File: src/rtl/mbist_op_sel_pkg.sv
// rtl/mbist_op_sel_pkg.sv - shared MBIST stimulus format, op-slot type and sequencer states
package mbist_op_sel_pkg;

   localparam int BIST_OP_SIZE   = 5;
   localparam int BIST_STI_WD    = 3*BIST_OP_SIZE+1;
   localparam int OP_SLOT_WD     = 3;
   localparam int SLOT_VALID_BIT = 2;
   localparam int SLOT_RW_BIT    = 1;
   localparam int SLOT_INV_BIT   = 0;

   // {valid, rw, inv} slot encodings
   localparam logic [OP_SLOT_WD-1:0] BIST_STIMULUS_TYPE_NONE = 3'b000;
   localparam logic [OP_SLOT_WD-1:0] BIST_STIMULUS_TYPE_R0   = 3'b100;
   localparam logic [OP_SLOT_WD-1:0] BIST_STIMULUS_TYPE_R1   = 3'b101;
   localparam logic [OP_SLOT_WD-1:0] BIST_STIMULUS_TYPE_W0   = 3'b110;
   localparam logic [OP_SLOT_WD-1:0] BIST_STIMULUS_TYPE_W1   = 3'b111;

   typedef struct packed {
      logic valid;
      logic rw;
      logic inv;
   } op_slot_t;

   typedef enum logic [1:0] {
      ST_IDLE = 2'd0,
      ST_EXEC = 2'd1,
      ST_DONE = 2'd2
   } op_state_t;

endpackage

File: src/rtl/mbist_op_sel.sv
// rtl/mbist_op_sel.sv - MBIST operation sequencer: walks op slots of the current march element
module mbist_op_sel
   import mbist_op_sel_pkg::*;
#(
   parameter int BIST_OP_SIZE = mbist_op_sel_pkg::BIST_OP_SIZE,
   parameter int BIST_STI_WD  = 3*BIST_OP_SIZE+1
) (
   input  logic                   clk,
   input  logic                   rst_n,
   input  logic                   bist_en,
   input  logic [BIST_STI_WD-1:0] stimulus,
   input  logic                   last_stimulus,
   input  logic                   last_addr,
   input  logic                   op_hold,
   output logic                   op_read,
   output logic                   op_write,
   output logic                   op_invert,
   output logic                   addr_down,
   output logic                   op_updp,
   output logic                   sti_run,
   output logic                   bist_done
);

   localparam int PTR_W = $clog2(BIST_OP_SIZE);
   localparam logic [PTR_W-1:0] PTR_LAST = PTR_W'(BIST_OP_SIZE-1);

   op_state_t         state, state_nxt;
   logic [PTR_W-1:0]  ptr, ptr_nxt;
   op_slot_t          slots [BIST_OP_SIZE];
   logic [BIST_OP_SIZE-1:0] nxt_valid;
   op_slot_t          cur;
   logic              issue, slot_last, empty;

   // slots[] is in execution order: index 0 is the MSB slot of the word
   for (genvar i = 0; i < BIST_OP_SIZE; i++) begin : g_slot
      assign slots[i] = op_slot_t'(stimulus[OP_SLOT_WD*(BIST_OP_SIZE-1-i) +: OP_SLOT_WD]);
      if (i < BIST_OP_SIZE-1) begin : g_nv
         assign nxt_valid[i] = stimulus[OP_SLOT_WD*(BIST_OP_SIZE-2-i) + SLOT_VALID_BIT];
      end else begin : g_nv_end
         assign nxt_valid[i] = 1'b0;
      end
   end

   assign cur       = slots[ptr];
   assign slot_last = (ptr == PTR_LAST) || !nxt_valid[ptr];
   assign issue     = (state == ST_EXEC) && !op_hold;
   // An invalid slot can only be seen at ptr 0, i.e. an empty element
   assign empty     = !cur.valid;
   assign addr_down = stimulus[BIST_STI_WD-1];
   assign bist_done = (state == ST_DONE);

   always_ff @(posedge clk or negedge rst_n) begin
      if (!rst_n) begin
         state <= ST_IDLE;
         ptr   <= '0;
      end else begin
         state <= state_nxt;
         ptr   <= ptr_nxt;
      end
   end

   always_comb begin
      state_nxt = state;
      ptr_nxt   = ptr;
      op_read   = issue && cur.valid && !cur.rw;
      op_write  = issue && cur.valid && cur.rw;
      op_invert = issue && cur.valid && cur.inv;
      op_updp   = issue && cur.valid && slot_last;
      sti_run   = (issue && cur.valid && slot_last && last_addr) || (issue && empty);
      case (state)
         ST_IDLE: begin
            ptr_nxt = '0;
            if (bist_en) state_nxt = ST_EXEC;
         end
         ST_EXEC: begin
            if (issue) begin
               ptr_nxt = (op_updp || sti_run) ? '0 : ptr + 1'b1;
               if (sti_run && last_stimulus && last_addr) state_nxt = ST_DONE;
            end
         end
         ST_DONE: ptr_nxt = '0;
         default: begin
            state_nxt = ST_IDLE;
            ptr_nxt   = '0;
         end
      endcase
      if (!bist_en) begin
         state_nxt = ST_IDLE;
         ptr_nxt   = '0;
      end
   end

endmodule

File: config.mk
export PLATFORM = sky130hd
export DESIGN_NAME = mbist_op_sel
export DESIGN_NICKNAME = d
export VERILOG_FILES = /design/src/rtl/mbist_op_sel_pkg.sv /design/src/rtl/mbist_op_sel.sv
export SDC_FILE = /design/constraint.sdc
export NUM_CORES = 1
export LEC_CHECK = 0
export BUFFER_PORTS_ARGS = -buffer_cell sky130_fd_sc_hd__buf_2
export CAP_MARGIN = 20
export CORE_MARGIN = 10
export CORE_UTILIZATION = 40
export DETAILED_ROUTE_END_ITERATION = 8
export PLACE_DENSITY = 0.83
export SLEW_MARGIN = 10
export SYNTH_ARGS = -nofsm -noshare
export SYNTH_HDL_FRONTEND = slang
export SYNTH_SLANG_ARGS = --single-unit
export TNS_END_PERCENT = 5
File: constraint.sdc
create_clock -name clk -period 2.8 [get_ports clk]
set_clock_uncertainty 0.2 [all_clocks]
set_input_delay 0.28 -clock clk [delete_from_list [all_inputs] [get_ports clk]]
set_output_delay 0.28 -clock clk [all_outputs]
set_load 0.02 [all_outputs]
---- Word-level counts from Yosys, hierarchy flattened ----
Index checks and enable logic that the tools add are counted.
word-level totals
  bits of input ports ..................... 22
  output and inout bits ................... 7
  memories kept ........................... 0
  bits in latches ......................... 0
  word-level logic and storage cells ...... 44
  ROM bits ................................ 0
  flip-flop bits (word level) ............. 5
  memory bits (writable) .................. 0
cells by class
  bitwise logic cells ..................... 1
  $add $sub $neg .......................... 1
  reductions and logical operators ........ 19
  shift operators ......................... 0
  equality and inequality tests ........... 6
  muxes and demuxes ....................... 13
  $lt $le $gt $ge ......................... 2
  multiply operators ...................... 0
  div/mod/pow operators ................... 0
operators with widths
  operator             number
  $mux 3               6
  $logic_and 1x1->1    10
  $bmux 3 s3           1
  $mux 2               3
  $pmux 2 s3           1
  $ge 4x4->1 const B   1
  $logic_not 1->1      4
  $lt 3x4->1 const B   1
  $not 3->4            1
  $add 3x1->3 const B  1
  $bmux 1 s3           1
  $eq 3x3->1 const B   1
  $logic_or 1x1->1     3
  $ne 3x2->1 const B   1
  $ne 3x3->1 const B   1
  $reduce_and 3->1     1
  $eq 2x1->1 const B   1
  $eq 2x2->1 const B   1
  $logic_not 2->1      1
  $ne 2x2->1 const B   1
  $mux 1               1

---- Logic depth before layout (Yosys ltp) ----
Gate-level depths: netlist of run 1.
  depth after elaboration ................. 14
  gate-level depth with buffers ........... 5
  gate-level depth less buffers ........... 4

---- Least setup slack after synthesis of run 1 ----
Ideal clock, no wire load.
  kind .................................... register to output
  start point ............................. reg ptr[0]
  end point ............................... out op_read
  data arrival time ....................... 1.649 ns
  setup slack ............................. 0.671 ns
  stages on the path, launching flop included .. 6
  data required time ...................... 2.320 ns
  buffers on the path ..................... 1
  path through ............................ dfrtp_1 buf_6 mux4_1 nor2b_1 a31oi_1 nor2b_1
on the way
  cells in the longest elaborated chain, start to end .. 6
  elaborated cells between the ends (all ways) .. 7
  classes of those cells .................. mux (3); bitwise (1); reduce/logical (3)
RTL lines
  what                                                  RTL line            RTL
  from (decl)                                           mbist_op_sel.sv:28  logic [PTR_W-1:0] ptr, ptr_nxt;
  from (signal assigned)                                mbist_op_sel.sv:58  ptr <= ptr_nxt;
  $not 3->4 (implied by the code) (*)                   mbist_op_sel.sv:44  assign cur = slots[ptr];
  $bmux 3 s3 (*)                                        mbist_op_sel.sv:44
  $mux 3 (implied by the code) (*) (2 in a row)         mbist_op_sel.sv:44
  $logic_and 1x1->1 or $logic_not 1->1 (tied branches)  mbist_op_sel.sv:65  op_read = issue && cur.valid && !cur.rw;
  $logic_and 1x1->1 (*)                                 mbist_op_sel.sv:65
  to (decl)                                             mbist_op_sel.sv:15  output logic op_read,
Mark *: on every way between the ends. The rest lies on a longest branch, timed or not. The select of a mux whose other input is x is not followed.

---- Worst setup path after layout of run 1 ----
  start point ............................. reg ptr[0]
  end point ............................... out sti_run
on the way
  cells in the longest elaborated chain, start to end .. 8
  elaborated cells between the ends (all ways) .. 15
  classes of those cells .................. eq/ne (1); mux (5); bitwise (1); reduce/logical (8)
RTL lines
  what                                       RTL line            RTL
  $not 3->4 (implied by the code)            mbist_op_sel.sv:44
  $bmux 3 s3                                 mbist_op_sel.sv:44
  $mux 3 (implied by the code) (2 in a row)  mbist_op_sel.sv:44
  $logic_and 1x1->1 (3 in a row)             mbist_op_sel.sv:69  sti_run = (issue && cur.valid && slot_last && last_addr) || (issue && empty);
  $logic_or 1x1->1 (*)                       mbist_op_sel.sv:69
  to (decl)                                  mbist_op_sel.sv:20  output logic sti_run,
Marks and branches as above.

==> metrics.md, run 1 <==
| Metric | Value |
|---|---|
| Area of the multi-input gates | 363 µm² |
| Hold crit path type | input port to register |
| Top FF cell, synth | dfrtp_1 |
| Reg clk slew, reported paths | 0.04 ns |
| DRC violations left | 0 |
| Slew Viols, Final | 0 |
| RSZ-0062 raised after global routing | no |
| Worst VDD drop | 0.000200 V |
| First-pass GRT wire length | 2350 µm |
| Most frequent cells in the layout | buf_2, nor2b_1, dfrtp_1 |
| Leakage | 0.328 nW |
| Core area | 1270 µm² |
| Syn nets | 79 |
| Nets@finish | 107 |
| Fmax | 396 MHz |
| Seq pwr share | 36.2% |
| Global route overflow | 0 |
| Total wire length | 1400 µm |
| Dpl hpwl | 1190 µm |
| TritonCTS clock tree | yes |
| Worst Path Required | 2.32 ns |
| Min Tclk post-route | 2.53 ns |
| Crit-path leading delay family | multiplexers |
| # clock sinks | 5 |
| Worst reg2reg path depth | 4 |
| Syn Inst Count | 55 |
| TritonRoute pass-1 iters | 4 |
| Crit path max-delay cell type | mux4_2 |
| Via count | 512 |
| Async S/R FF share, synth | 100% |
| Clock buffer depth | 2 |
| Synth Register Bits | 5 |
| Die Wd | 56.4 µm |
| Post-Synthesis Cell Area | 531 µm² |
| Initial antenna violation count | 0 |
| Total CTS buffers | 3 |
| Effective utilization at floorplan | 41.8% |
| Synth Warn # | 0 |
| Crit. End Element | primary output |
| Hold Crit Depth | 2 |
| CP startpoint kind | register |
| Switching pwr | 0.0561 mW |
| Placer's final routability congestion estimate | 0.835 |
| Htree depth | 1 |
| Synth cell types | 28 |
| Share of post-route cells with drive strength above 1 | 39.0% |
| Status | finished clean |
| Io pins | 29 |
| Post-synth EDFFs | 0 |
| Clk network pwr share | 40.5% |
| Setup Fix Bufs, Post-CTS | 0 |
| # fillers | 135 |
| Comb power frac | 23.3% |
| Final setup vio count | 0 |
| Vias in the first global route | 541 |
| CP Class | register to primary output |
| Flip-flop and latch area | 125 µm² |
| Worst skew pair latency | 0.25 ns |
| # port buffers | 26 |
| Final hold violations | 0 |
| Routed WL per cell | 14.4 µm |
| Cell internal pwr | 0.154 mW |
| Largest net degree at the start of global routing | 11 |
| GRT Overall Usage | 9.31% |
| Worst Max-Slew Pin Slew | 0.519 ns |
| Most common cell after layout, fill and taps aside | buf_2 |
| Setup TNS | 0 ns |
| Pwr/cell area | 307 nW/µm² |
| DRT iter0 DRCs | 6 |
| Slowest stage delay, CP | 0.58 ns |
| Die area | 3180 µm² |
| Vias per cell | 5.28 |
| Number of diodes | 0 |
| Sequential fraction of the synthesis area | 23.6% |
| Worst path bufs/invs | 1 |
| End of the worst hold path | state[0] |
| R2r endpoint | state[0] |
| Sw frac | 26.7% |
| Die Ht | 56.4 µm |
| Routed Antenna Nets | 0 |
| Max cap viols | 0 |
| R2R setup slack | 0.80 ns |
| CP arrival | 2.05 ns |
| Final period utilization | 90.3% |
| Area Growth Syn to Fin | 29.0% |
| Std-Cell Rows | 13 |
| Root buf cell | clkbuf_4 |
| Hold Slack | 0.0705 ns |
| Rel. slew slack | 65.3% |
| CP max FO | 10 |
| Hold path startpoint | last_stimulus |
| CP cell instances | mux4_2 > a31oi_2 > a2111o_1 > and2_1 > buf_2 |
| Synth Area per Inst | 9.65 µm² |
| Beginning of the worst register-to-register path | ptr[0] |
[cell usage after synthesis, types with 3 or more instances]
library cell / n / area share [%]
nor2_1: 3 / 2.1
dfrtp_1: 5 / 24
nand2_1: 4 / 2.8
inv_1: 3 / 2.1
mux4_1: 3 / 15
nor2b_1: 5 / 5.9
and3_1: 4 / 4.7
[cells by family (layout without fill, tap and decap cells)]
logic type / Yosys count / count (layout) / synth area share (%)
compound gates: 11 / 11 / 15.8
buf+inv: 7 / 34 / 8.02
flops: 5 / 5 / 23.6
mux: 6 / 6 / 22.9
simple gates: 24 / 24 / 25.0
fa+ha+maj: 2 / 2 / 4.72
[state kept, by name, indices dropped and copies added (netlist names)]
| signal | cells |
|---|---|
| ptr | 3 |
| state | 2 |
[power groups by stage]
stage | registers, mW | logic [mW] | clock network (mW)
2_1_floorplan | 0.0760 | 0.0280 | 0
3_3_place_gp | 0.0769 | 0.0465 | 0
3_5_place_dp | 0.0771 | 0.0480 | 0
4_1_cts | 0.0760 | 0.0493 | 0.0882
5_1_grt | 0.0764 | 0.0541 | 0.0980
6_report | 0.0760 | 0.0489 | 0.0849
[layout make-up]
| class | instances | area share (%) |
|---|---|---|
| clock buffer | 4 | 3.84 |
| inverter | 3 | 1.65 |
| multi-input combinational | 43 | 53.0 |
| sequential | 5 | 18.3 |
| tap | 15 | 2.74 |
| timing repair buffer | 27 | 20.5 |
[per-layer routing]
layer | GRT usage [%] | vias to the layer above | wire (µm)
met1 | 9.71 | 241 | 539
met3 | 4.04 | 2 | 57
li1 | - | 257 | -
met2 | 15.5 | 12 | 779
met4 | 4.47 | 0 | 21
met5 | 0 | - | 0
[worst max path at each step]
stage	end	start	slack, ns	cells past startpoint
6_report	sti_run	ptr[0]	0.27	5
5_1_grt	op_read	ptr[0]	0.12	5
4_1_cts	sti_run	ptr[0]	0.28	5
3_5_place_dp	sti_run	ptr[0]	0.55	5
3_3_place_gp	sti_run	ptr[0]	0.58	5
2_1_floorplan	op_read	ptr[0]	0.67	5
[stage by stage]
step | utilization, % | setup WS, ns | power, mW | std cells | instance area [µm²]
2_1_floorplan | - | 0.671 | 0.104 | 55 | 531
3_3_place_gp | 51.1 | 0.584 | 0.123 | 92 | 648
3_5_place_dp | 51.1 | 0.549 | 0.125 | 92 | 648
4_1_cts | 53.9 | 0.281 | 0.213 | 97 | 684
5_1_grt | 53.9 | 0.121 | 0.229 | 97 | 684
6_report | 53.9 | 0.272 | 0.210 | 97 | 684
[repair_timing]
| item | 4_1_cts | 5_1_grt |
|---|---|---|
| hold endpoints to repair | 5 | 0 |
| resized for setup | 0 | 0 |
| hold buffers | 1 | 0 |
(Power assumes the default switching activity.)
==> inputs of run 2 (changes only) <==
- GPL_TIMING_DRIVEN: unset -> 0
==> run 2 against run 1 <==
Against the previous run: global-route usage fell by 0.13 points; hold slack worse by 0.0069 ns; worst setup slack gained 0.093 ns; non-clock buffer count up 5; core utilization increased by 2.9 points; via count grew 6.3%; highest routed layer unchanged.
==> metrics.md, run 2 (synthesis results as in run 1) <==
| Metric | Value |
|---|---|
| Vias per cell | 5.33 |
| Via count | 544 |
| Beginning of the worst register-to-register path | ptr[0] |
| Leakage | 0.354 nW |
| Io pins | 29 |
| Final hold violations | 0 |
| Worst VDD drop | 0.000100 V |
| Die Wd | 56.4 µm |
| Slowest stage delay, CP | 0.54 ns |
| Rel. slew slack | 64.8% |
| Htree depth | 1 |
| Crit-path leading delay family | multiplexers |
| Flip-flop and latch area | 125 µm² |
| Pwr/cell area | 293 nW/µm² |
| Min Tclk post-route | 2.43 ns |
| Placer's final routability congestion estimate | 0.727 |
| Non-filler instance count after layout | 102 |
| Die area | 3180 µm² |
| First-pass GRT wire length | 2440 µm |
| Vias in the first global route | 570 |
| Final period utilization | 87.0% |
| Worst Max-Slew Pin Slew | 0.527 ns |
| Crit. End Element | primary output |
| # fillers | 129 |
| CP max FO | 9 |
| Max cap viols | 0 |
| Std-Cell Rows | 13 |
| Core area | 1270 µm² |
| End of the worst hold path | state[0] |
| CP Class | register to primary output |
| Fmax | 411 MHz |
| CP cell instances | buf_6 > mux4_2 > a31oi_2 > a2111o_1 > and2_1 > buf_2 |
| RSZ-0062 raised after global routing | no |
| Dpl hpwl | 1230 µm |
| Clock buffer depth | 2 |
| R2R setup slack | 0.90 ns |
| Total wire length | 1410 µm |
| TritonCTS clock tree | yes |
| # port buffers | 27 |
| Worst reg2reg path depth | 5 |
| Hold path startpoint | last_stimulus |
| R2r endpoint | state[0] |
| Setup Fix Bufs, Post-CTS | 0 |
| Hold crit path type | input port to register |
| Most common cell after layout, fill and taps aside | buf_2 |
| Global route overflow | 0 |
| DRT iter0 DRCs | 8 |
| Nets@finish | 112 |
| Area of the multi-input gates | 363 µm² |
| Root buf cell | clkbuf_4 |
| Total CTS buffers | 3 |
| Die Ht | 56.4 µm |
| TritonRoute pass-1 iters | 4 |
| Reg with most FFs | ptr |
| Routed Antenna Nets | 0 |
| GRT Overall Usage | 9.18% |
| Initial antenna violation count | 0 |
| Number of diodes | 0 |
| CP arrival | 1.95 ns |
| Routed WL per cell | 13.8 µm |
| Largest net degree at the start of global routing | 11 |
| # clock sinks | 5 |
| Final setup vio count | 0 |
| Effective utilization at floorplan | 41.8% |
| Slew Viols, Final | 0 |
| Worst Path Required | 2.32 ns |
| Worst path bufs/invs | 2 |
| Worst skew pair latency | 0.24 ns |
| Reg clk slew, reported paths | 0.05 ns |
| Inst Count DP | 97 |
| Setup TNS | 0 ns |
| Status | finished clean |
| Share of post-route cells with drive strength above 1 | 42.5% |
| Most frequent cells in the layout | buf_2, nor2b_1, dfrtp_1 |
| CP startpoint kind | register |
| Top flop regs | ptr x3, state x2 |
| DRC violations left | 0 |
| Area Growth Syn to Fin | 35.8% |
| Largest register FFs | 3 |
| Hold Crit Depth | 2 |
| Crit path max-delay cell type | mux4_2 |
[run 2: cell count changes in the layout (fill, tap and decap cells not counted), sizes merged]
cell / delta
buf: +5
[run 2: final cells by class]
class | count | share of cell area, %
sequential | 5 | 17.4
multi-input combinational | 43 | 50.3
buffer | 4 | 4.34
inverter | 3 | 1.56
clock buffer | 4 | 3.65
tap | 15 | 2.60
timing repair buffer | 28 | 20.1
[run 2: stage by stage]
step / power, mW / worst slack (ns) / util (%) / hold slack [ns] / instance area, µm²
6_report: 0.211 / 0.365 / 56.8 / 0.0636 / 721
3_3_place_gp: 0.127 / 0.647 / 53.9 / -0.103 / 684
4_1_cts: 0.213 / 0.360 / 56.8 / 0.0634 / 721
5_1_grt: 0.229 / 0.246 / 56.8 / 0.0674 / 721
2_1_floorplan: 0.104 / 0.671 / - / -0.216 / 531
3_5_place_dp: 0.128 / 0.624 / 53.9 / -0.100 / 684
[run 2: layer usage]
metal	GRT usage, %	part of all wire (%)	up-vias
met5	0	0	-
met4	5.15	1.5	0
met3	2.25	1.8	2
met2	16.5	57	11
met1	9.33	39	263
li1	-	-	268
[run 2: timing repair]
item	in CTS	in global routing
hold endpoints to repair	5	0
hold buffers	1	0
resized for setup	0	0
[run 2: worst max path at each step]
stage,startpoint,endpoint,cells past startpoint
after CTS,ptr[0],sti_run,6
final,ptr[0],sti_run,6
after global placement,ptr[0],sti_run,6
after global routing,ptr[0],sti_run,6
after floorplan,ptr[0],op_read,5
after detailed placement,ptr[0],sti_run,6
[run 2: where the power goes]
group	internal [mW]	total [mW]	switching [mW]
Sequential	0.0741	0.0751	0.00101
Combinational	0.0277	0.0528	0.0250
Clock	0.0539	0.0835	0.0296
==> inputs of run 3 (changes only) <==
- PLACE_DENSITY: 0.83 -> 0.73
==> run 3 against run 2 <==
Against the previous run: worst setup slack worse by 0.019 ns; global-route usage up 0.63 points; clock power up 1%; die area unchanged; routed wire length up 4.1%; highest routed layer unchanged.
==> metrics.md, run 3 (synthesis results as in run 1) <==
| Metric | Value |
|---|---|
| Status | finished clean |
| R2r endpoint | state[0] |
| Worst reg2reg path depth | 5 |
| Most frequent cells in the layout | buf_2, nor2b_1, dfrtp_1 |
| Fmax | 408 MHz |
| Clock buffer depth | 2 |
| # clock sinks | 5 |
| Reg clk slew, reported paths | 0.04 ns |
| Final hold violations | 0 |
| Beginning of the worst register-to-register path | ptr[0] |
| Dpl hpwl | 1230 µm |
| Most common cell after layout, fill and taps aside | buf_2 |
| Hold Crit Depth | 2 |
| Root buf cell | clkbuf_4 |
| Total wire length | 1460 µm |
| DRT iter0 DRCs | 7 |
| Largest net degree at the start of global routing | 11 |
| Total CTS buffers | 3 |
| Post-CTS sizing | 0 |
| Final setup vio count | 0 |
| First-pass GRT wire length | 2550 µm |
| Worst skew pair latency | 0.24 ns |
| CP startpoint kind | register |
| Vias in the first global route | 599 |
| GRT Overall Usage | 9.80% |
| Via count | 545 |
| Final period utilization | 87.6% |
| Pwr/cell area | 295 nW/µm² |
| Share of post-route cells with drive strength above 1 | 42.5% |
| Worst Max-Slew Pin Slew | 0.545 ns |
| R2R setup slack | 0.88 ns |
| Nets@finish | 112 |
| Post-CTS Hold Buffers | 1 |
| Setup TNS | 0 ns |
| Rel. slew slack | 63.6% |
| Area Growth Syn to Fin | 35.8% |
| Hold Slack | 0.0635 ns |
| Routed WL per cell | 14.4 µm |
| # port buffers | 27 |
| Die area | 3180 µm² |
| Placer's final routability congestion estimate | 0.725 |
| TritonCTS clock tree | yes |
| CP arrival | 1.97 ns |
| TritonRoute pass-1 iters | 4 |
| Worst Path Required | 2.32 ns |
| Number of diodes | 0 |
| Slew Viols, Final | 0 |
| Setup Fix Bufs, Post-CTS | 0 |
| Routed Antenna Nets | 0 |
| Std-Cell Rows | 13 |
| CP max FO | 9 |
| End of the worst hold path | state[0] |
| Core area | 1270 µm² |
| Top flop regs | ptr x3, state x2 |
| Effective utilization at floorplan | 41.8% |
| Htree depth | 1 |
| Global route overflow | 0 |
| Largest register FFs | 3 |
| Reg with most FFs | ptr |
| Min Tclk post-route | 2.45 ns |
| DRC violations left | 0 |
| Die Ht | 56.4 µm |
| Io pins | 29 |
| Hold crit path type | input port to register |
| Leakage | 0.354 nW |
| Worst VDD drop | 0.000101 V |
| Initial antenna violation count | 0 |
| CP Class | register to primary output |
| Vias per cell | 5.34 |
| Hold path startpoint | last_stimulus |
| Die Wd | 56.4 µm |
| Crit. End Element | primary output |
| Max cap viols | 0 |
| RSZ-0062 raised after global routing | no |
run 3: per-layer routing:
layer | up-vias | routed length, µm | track usage (%)
li1 | 269 | - | -
met1 | 253 | 542 | 8.56
met2 | 19 | 828 | 18.2
met3 | 4 | 60 | 2.70
met4 | 0 | 32 | 7.56
met5 | - | 0 | 0
run 3: worst max-delay path, cell delays in order (launching register included):
cell	delay [ns]
dfrtp_1	0.37
buf_6	0.16
mux4_2	0.54
a31oi_2	0.22
a2111o_1	0.16
and2_1	0.12
buf_2	0.16
run 3: where the power goes:
group          internal [mW]  total [mW]  switching, mW  leakage [nW]
Combinational         0.0277      0.0528         0.0251         0.272
Sequential            0.0741      0.0751        0.00103        0.0675
Clock                 0.0539      0.0845         0.0306        0.0150
Total                  0.156       0.212         0.0567         0.354
run 3: worst max path at each step:
stage               startpoint      end  slack, ns  depth (start not counted)
finish                  ptr[0]  sti_run       0.35                          6
global route            ptr[0]  sti_run       0.18                          6
CTS                     ptr[0]  sti_run       0.33                          6
detailed placement      ptr[0]  sti_run       0.60                          6
global placement        ptr[0]  sti_run       0.64                          6
floorplan               ptr[0]  op_read       0.67                          5
run 3: layout make-up:
type,count,area [µm²]
multi-input combinational,43,363
fill,125,548
inverter,3,11.3
tap,15,18.8
timing repair buffer,28,145
clock buffer,4,26.3
buffer,4,31.3
sequential,5,125
run 3: through the flow:
step	power, mW	cell area, µm²	worst slack, ns	utilization, %	cells
2_1_floorplan	0.104	531	0.671	-	55
3_3_place_gp	0.127	684	0.638	53.9	97
3_5_place_dp	0.128	684	0.602	53.9	97
4_1_cts	0.217	721	0.325	56.8	102
5_1_grt	0.229	721	0.185	56.8	102
6_report	0.212	721	0.346	56.8	102
